$ cat src/rtl/cursor_input_ctrl.sv
// Button front end for the battleship board: synchronises and debounces the
// five raw buttons, runs a press/hold/auto-repeat FSM per direction, keeps
// the targeting cursor on the grid and emits a clean fire strobe.
module cursor_input_ctrl #(
    parameter int unsigned DEBOUNCE_CYCLES = 500000,
    parameter int unsigned REPEAT_DELAY    = 50000000,
    parameter int unsigned REPEAT_RATE     = 15000000,
    parameter int unsigned GRID_SIZE       = 10
) (
    input  logic       clk,
    input  logic       reset,
    input  logic       btn_u,
    input  logic       btn_d,
    input  logic       btn_l,
    input  logic       btn_r,
    input  logic       btn_c,
    input  logic       game_over,
    output logic [3:0] sprite_row,
    output logic [3:0] sprite_col,
    output logic       fire,
    output logic       cursor_moved
);

    localparam int unsigned DW   = (DEBOUNCE_CYCLES > 1) ? $clog2(DEBOUNCE_CYCLES) : 1;
    localparam int unsigned RMAX = (REPEAT_DELAY > REPEAT_RATE) ? REPEAT_DELAY : REPEAT_RATE;
    localparam int unsigned RW   = (RMAX > 1) ? $clog2(RMAX) : 1;

    localparam logic [DW-1:0] DEB_LAST   = DW'(DEBOUNCE_CYCLES - 1);
    localparam logic [RW-1:0] DELAY_LAST = RW'(REPEAT_DELAY - 1);
    localparam logic [RW-1:0] RATE_LAST  = RW'(REPEAT_RATE - 1);
    localparam logic [3:0]    LAST       = 4'(GRID_SIZE - 1);

    // Button index: 0 up, 1 down, 2 left, 3 right, 4 centre
    typedef enum logic [1:0] {
        IDLE,
        HOLD,
        REPEAT
    } dir_state_t;

    logic [4:0]    raw;
    logic [4:0]    sync1;
    logic [4:0]    sync2;
    logic [4:0]    deb;
    logic [4:0]    deb_d;
    logic [4:0]    press;
    logic [DW-1:0] deb_cnt [5];

    dir_state_t    state      [4];
    dir_state_t    state_next [4];
    logic [RW-1:0] rcnt       [4];
    logic [RW-1:0] rcnt_next  [4];
    logic [3:0]    step;

    logic [3:0]    row_next;
    logic [3:0]    col_next;

    assign raw   = {btn_c, btn_r, btn_l, btn_d, btn_u};
    assign press = deb & ~deb_d;

    // Two-flop synchroniser followed by a per-button stability counter
    always_ff @(posedge clk) begin
        if (reset) begin
            sync1 <= '0;
            sync2 <= '0;
            deb   <= '0;
            deb_d <= '0;
            for (int unsigned i = 0; i < 5; i++) begin
                deb_cnt[i] <= '0;
            end
        end else begin
            sync1 <= raw;
            sync2 <= sync1;
            deb_d <= deb;
            for (int unsigned i = 0; i < 5; i++) begin
                if (sync2[i] == deb[i]) begin
                    deb_cnt[i] <= '0;
                end else if (deb_cnt[i] == DEB_LAST) begin
                    deb[i]     <= sync2[i];
                    deb_cnt[i] <= '0;
                end else begin
                    deb_cnt[i] <= deb_cnt[i] + 1'b1;
                end
            end
        end
    end

    // Direction FSM state and hold/repeat counters
    always_ff @(posedge clk) begin
        if (reset) begin
            for (int unsigned i = 0; i < 4; i++) begin
                state[i] <= IDLE;
                rcnt[i]  <= '0;
            end
        end else begin
            for (int unsigned i = 0; i < 4; i++) begin
                state[i] <= state_next[i];
                rcnt[i]  <= rcnt_next[i];
            end
        end
    end

    // Step on press, again after the hold delay, then at the repeat rate;
    // a release seen in the same cycle as a due step wins over the step
    always_comb begin
        for (int unsigned i = 0; i < 4; i++) begin
            state_next[i] = state[i];
            rcnt_next[i]  = rcnt[i];
            step[i]       = 1'b0;
            case (state[i])
                IDLE: begin
                    if (press[i]) begin
                        step[i]       = 1'b1;
                        state_next[i] = HOLD;
                        rcnt_next[i]  = '0;
                    end
                end
                HOLD: begin
                    if (!deb[i]) begin
                        state_next[i] = IDLE;
                        rcnt_next[i]  = '0;
                    end else if (rcnt[i] == DELAY_LAST) begin
                        step[i]       = 1'b1;
                        state_next[i] = REPEAT;
                        rcnt_next[i]  = '0;
                    end else begin
                        rcnt_next[i] = rcnt[i] + 1'b1;
                    end
                end
                REPEAT: begin
                    if (!deb[i]) begin
                        state_next[i] = IDLE;
                        rcnt_next[i]  = '0;
                    end else if (rcnt[i] == RATE_LAST) begin
                        step[i]      = 1'b1;
                        rcnt_next[i] = '0;
                    end else begin
                        rcnt_next[i] = rcnt[i] + 1'b1;
                    end
                end
                default: begin
                    state_next[i] = IDLE;
                    rcnt_next[i]  = '0;
                end
            endcase
        end
    end

    // Next cursor position with wrap; opposing steps cancel per axis
    always_comb begin
        row_next = sprite_row;
        col_next = sprite_col;
        if (step[0] && !step[1]) begin
            row_next = (sprite_row == 4'd0) ? LAST : sprite_row - 4'd1;
        end else if (step[1] && !step[0]) begin
            row_next = (sprite_row == LAST) ? 4'd0 : sprite_row + 4'd1;
        end
        if (step[2] && !step[3]) begin
            col_next = (sprite_col == 4'd0) ? LAST : sprite_col - 4'd1;
        end else if (step[3] && !step[2]) begin
            col_next = (sprite_col == LAST) ? 4'd0 : sprite_col + 4'd1;
        end
    end

    // Registered cursor, movement strobe and fire strobe
    always_ff @(posedge clk) begin
        if (reset) begin
            sprite_row   <= '0;
            sprite_col   <= '0;
            cursor_moved <= 1'b0;
            fire         <= 1'b0;
        end else begin
            sprite_row   <= row_next;
            sprite_col   <= col_next;
            cursor_moved <= (row_next != sprite_row) || (col_next != sprite_col);
            fire         <= press[4] && !game_over;
        end
    end

endmodule
$ cat config.mk
export PLATFORM = sky130hd
export DESIGN_NAME = cursor_input_ctrl
export DESIGN_NICKNAME = d
export VERILOG_FILES = /design/src/rtl/cursor_input_ctrl.sv
export SDC_FILE = /design/constraint.sdc
export NUM_CORES = 1
export LEC_CHECK = 0
export ABC_AREA = 1
export BUFFER_PORTS_ARGS = -buffer_cell sky130_fd_sc_hd__buf_2
export CAP_MARGIN = 10
export CORE_MARGIN = 2
export CORE_UTILIZATION = 40
export DETAILED_ROUTE_END_ITERATION = 10
export GPL_TIMING_DRIVEN = 0
export HOLD_SLACK_MARGIN = 0.08
export PLACE_DENSITY_LB_ADDON = 0.25
export SLEW_MARGIN = 5
export SYNTH_ARGS = -nofsm -noshare
export SYNTH_HDL_FRONTEND = slang
export SYNTH_SLANG_ARGS = --single-unit
$ cat constraint.sdc
create_clock -name clk -period 2.15 [get_ports clk]
set_clock_uncertainty 0.1 [all_clocks]
set_input_delay 0.3225 -clock clk [delete_from_list [all_inputs] [get_ports clk]]
set_output_delay 0.3225 -clock clk [all_outputs]
set_load 0.02 [all_outputs]
# --- After elaboration in Yosys (flattened, before gate mapping) ---
# Memory sizes are Yosys's and may differ from the RTL's.
# Index checks and enable logic that the tools add are counted.
# W data, S select, Z words.
totals:
  ram_bits: 207
  n_memories: 3
  out_inout_bits: 10
  elab_cells: 267
  inputBits: 8
  register_bits: 30
memory_table:
  columns: ["name", "depth", "width", "read_ports", "rd_clocked_by_memory_dff", "write_ports", "line_no", "source"]
  rows:
  - ["rcnt", 4, 26, 4, 0, 4, "50", "logic [RW-1:0] rcnt [4];"]
  - ["deb_cnt", 5, 19, 5, 0, 5, "46", "logic [DW-1:0] deb_cnt [5];"]
  - ["state", 4, 2, 4, 0, 4, "48", "dir_state_t state [4];"]
op_classes:
  n_reduce_logical: 22
  mux: 157
  add_sub_neg: 13
  n_bitwise: 30
  n_eq_ne: 30
ops:
  columns: ["operator", "n"]
  rows:
  - ["$mux W26", 24]
  - ["$pmux W26 S3", 4]
  - ["$mux W19", 15]
  - ["$add A26 B1 Y26 const B", 4]
  - ["$eq A26 B24 Y1 const B", 4]
  - ["$eq A26 B26 Y1 const B", 4]
  - ["$add A19 B1 Y19 const B", 5]
  - ["$eq A19 B19 Y1 const B", 5]
  - ["$mux W1", 78]
  - ["$mux W2", 20]
  - ["$mux W4", 8]
  - ["$pmux W2 S3", 4]
  - ["$or A1 B1 Y1", 23]
  - ["$pmux W1 S3", 4]
  - ["$reduce_and A2 Y1", 5]
  - ["$add A4 B1 Y4 const B", 2]
  - ["$eq A2 B1 Y1 const B", 4]
  - ["$eq A2 B2 Y1 const B", 4]
  - ["$eq A4 B4 Y1 const B", 2]
  - ["$logic_not A2 Y1", 4]
  - ["$logic_not A4 Y1", 2]
  - ["$ne A4 B4 Y1", 2]
  - ["$sub A4 B1 Y4 const B", 2]
  - ["$and A5 B5 Y5", 1]
  - ["other kinds (6)", 22]

# --- Logic depth before layout (Yosys ltp) ---
depth:
  depth_word: 10
  depth_mapped: 17

# --- Least setup slack after synthesis ---
# Ideal clock, no wire load.
synth_path:
  path_kind: "flip-flop to flip-flop"
  startpoint: "memory deb_cnt[4][0] (netlist name)"
  endpoint: "memory deb_cnt[4][18] (netlist name) (data pin)"
  period_less_slack_ns: 2.043
  arrival_ns: 1.684
  stages_incl_launch_ff: 15
  setup_time_ns: 0.259
  t_required_ns: 1.791
  slack_ns: 0.107
  cell_sequence: "edfxtp_1 > ha_1 > nand2_1 > inv_1 > nand2_1 > nor2_4 > nand2_1 > nor3_2 > inv_1 > nor2_1 > inv_1 > nor2_2 > nand3_1 > o21ai_0 > a21oi_1"
synth_lines:
  columns: ["element", "line_no"]
  rows:
  - ["from (decl)", "46"]

==> impl_metrics.ini <==
[worst_setup_path]
critPathLaunchType = flop
cp.required_ns = 2.37
cp_max_fo = 5
cp.arrival_ns = 2.35
critPathKind = flop to flop
crit_path_end_kind = flop

[die]
row_count = 66
start_util_pct = 40.8
die_y_um = 186
die_w_um = 186
dieArea_mm2 = 0.0348
ios = 18
design.core.area_mm2 = 0.0326

[cts]
h-tree-depth = 1
clockBufferDepth = 3
clock_sinks = 237
cts_root_buffer = clkbuf_16
numCtsBuffers = 29
cts_tree = yes
clock_latency_ns = 0.57
cts.clk_slew.worst_paths_ns = 0.06

[yosys]
synth_area_leaders = edfxtp_1 (21%), dfxtp_1 (21%), nand2_1 (11%), nor2_1 (8.0%), inv_1 (7.5%)
post_synth_num_cell_types = 50
yosysTopAreaCellShare_pct = 21.4
yosys.area.top_type = edfxtp_1
synth_area_mm2 = 0.0133
yosysWarnings = 0
ys_seq_area_share_pct = 42.8
async_flop_share_pct = 0
synth_edf_count = 95
synthTopCellsByCount = nand2_1 (375), nor2_1 (284), inv_1 (265)
ys_seq_elements = 237
yosysMostFrequentCell = nand2_1
synth_flop_cell = dfxtp_1
syn_avg_cell_area_um2 = 7.33
syn-instance-count = 1816

[sta]
finalSetupViolCount = 0
max_freq_mhz = 471
fin_crit_sh_pct = 98.8
period_minus_slack_ns = 2.12
fin_ws_ns = 0.0260
worst_slew_pin_slew_ns = 0.833
finalMaxSlewViolations = 0
relSlewSlack_pct = 44.5
rsz0062_at_grt = yes
hold_viol = 0

[cells_and_area]
antenna_cells = 0
layout.nets = 2073
fin_util_pct = 51.4
final_layout_size_suffix_gt1_share_pct = 18.1
area.growth.synth_to_final_pct = 25.9
fillers = 3156

[drt]
ant_nets = 0
dr.pass1.iters = 5
routedWlPerCell_um = 12.6
viasPerCell = 4.87
drc_errors = 0
vias = 12200
drt-initial-drc-count = 739
routed_wirelength_um = 31600

[grt]
overflow = 0
top_usage_layer = met2
use_met1_pct = 23.2
gr-usage-met2_pct = 28.6
track_usage_pct = 17.2
antenna_found_initial = 0
grt_pass1_wl_um = 51400
grt_max_degree = 16
groute.layer.met3.usage_pct = 2.63
grt_pass1_vias = 11100

[place]
pre_cts_ws_ns = -0.384
place.gp.congestion = 0.917
hpwl_um = 21900
io_buffers = 17

[pwr]
p_per_area_mw_per_mm2 = 706
power_w = 0.0118
ir_worst_vdd_mv = 0.606
leakage_nw = 6.82

[outcome]
status = finished clean

[min_path]
worstHoldPathType = flop to flop

[job]
cap_violations = 0
-- state kept, by name (all words and copies together) (netlist names) --
| name | count |
|---|---|
| rcnt | 104 |
| deb | 5 |
| sync2 | 5 |
| sprite_col | 4 |
| deb_d | 5 |
| sprite_row | 4 |
| state | 8 |
| sync1 | 5 |
| deb_cnt | 95 |
| fire | 1 |
| cursor_moved | 1 |
-- worst paths after layout --
| check | startpoint | endpoint | slack [ns] | cells after the start |
|---|---|---|---|---|
| max | deb_cnt[4][1] | deb_cnt[4][18] | 0.03 | 14 |
| min | deb_d[4] | fire | 0.29 | 1 |
| max reg2reg | deb_cnt[4][1] | deb_cnt[4][18] | 0.03 | 14 |
| min reg2reg | deb_d[4] | fire | 0.29 | 1 |
-- final cells by class --
type	count	area [um^2]	share of cell area, %
multi-input combinational	1373	7590	45.3
sequential	237	5720	34.2
inverter	272	1030	6.15
clock buffer	41	852	5.08
timing repair buffer	99	731	4.36
tap	442	553	3.30
buffer	27	189	1.13
clock inverter	13	83.8	0.500
timing repair inverter	1	7.51	0.0448
-- stage by stage --
stage / cell area [um^2] / std cells / setup TNS [ns] / hold slack, ns
finish: 16800 / 2505 / 0 / 0.291
global route: 16800 / 2505 / -1.33 / 0.312
CTS: 15600 / 2442 / -0.0673 / 0.275
detailed placement: 14300 / 2369 / -24.08 / 0.283
global placement: 14300 / 2369 / -20.50 / 0.285
floorplan: 13700 / 1910 / 0 / 0.272
-- worst max-delay path: stages, from the launching register on --
cell      delay, ns
edfxtp_1       0.36
ha_2           0.19
nand2_2        0.06
inv_2          0.08
nand2_4        0.07
nor2_4         0.15
nand2_2        0.10
nor3_4         0.13
inv_1          0.07
nor2_2         0.13
inv_2          0.06
nor2_4         0.12
nand3_2        0.08
o21ai_1        0.13
a21oi_1        0.05
-- routing by layer --
layer / share of wire [%] / wire, um
met5: 0 / 0
met4: 2.2 / 691
met3: 4.1 / 1290
met2: 47 / 14800
met1: 47 / 14900
-- kinds of logic (layout without fill, tap and decap cells) --
group	after synthesis	count (layout)	share of synthesized area [%]
mux	1	1	0.0752
xor+xnor	55	55	3.62
flops	237	237	42.8
buf+inv	300	453	8.80
fa+ha+maj	25	25	2.35
compound gates	206	206	8.70
other cells	1	95	0.0282
simple gates	991	991	33.6
-- cell usage in the layout, fill, tap and decap left out, drive strengths merged --
| cell | count |
|---|---|
| buf | 113 |
| o21a | 6 |
| nand2 | 379 |
| nor4 | 32 |
| dlygate4sd3 | 6 |
| xor2 | 41 |
| clkinvlp | 1 |
| dfxtp | 142 |
| clkinv | 11 |
| nor3b | 23 |
| a31oi | 8 |
| ha | 25 |
| a21oi | 101 |
| and3 | 6 |
| mux2i | 1 |
| o32ai | 1 |
| conb | 95 |
| a21boi | 1 |
| nand3 | 89 |
| o2111ai | 1 |
| a211oi | 12 |
| edfxtp | 95 |
| o21bai | 3 |
| a311oi | 1 |
| o31ai | 1 |
| nor2 | 296 |
| nand3b | 4 |
| inv | 274 |
| o211ai | 3 |
| o21ai | 65 |
| nor3 | 98 |
| xnor2 | 14 |
| o41ai | 2 |
| nand4 | 52 |
| a21o | 1 |
| clkbuf | 48 |
| or2 | 12 |
-- what timing repair did --
| item | CTS | global route |
|---|---|---|
| pin swaps | 10 | 68 |
| buffers inserted | 12 | 63 |
| setup endpoints to repair | 135 | 169 |
| gates resized for setup | 46 | 199 |
| cloned | 1 | 1 |
| hold endpoints to repair | 6 | 0 |
| hold buffers | 6 | 0 |
-- report_power, final --
part,internal [W],switching (W)
registers,0.00486,0.000167
clock network,0.00276,0.00194
logic,0.000706,0.00138
(Power assumes the default switching activity.)
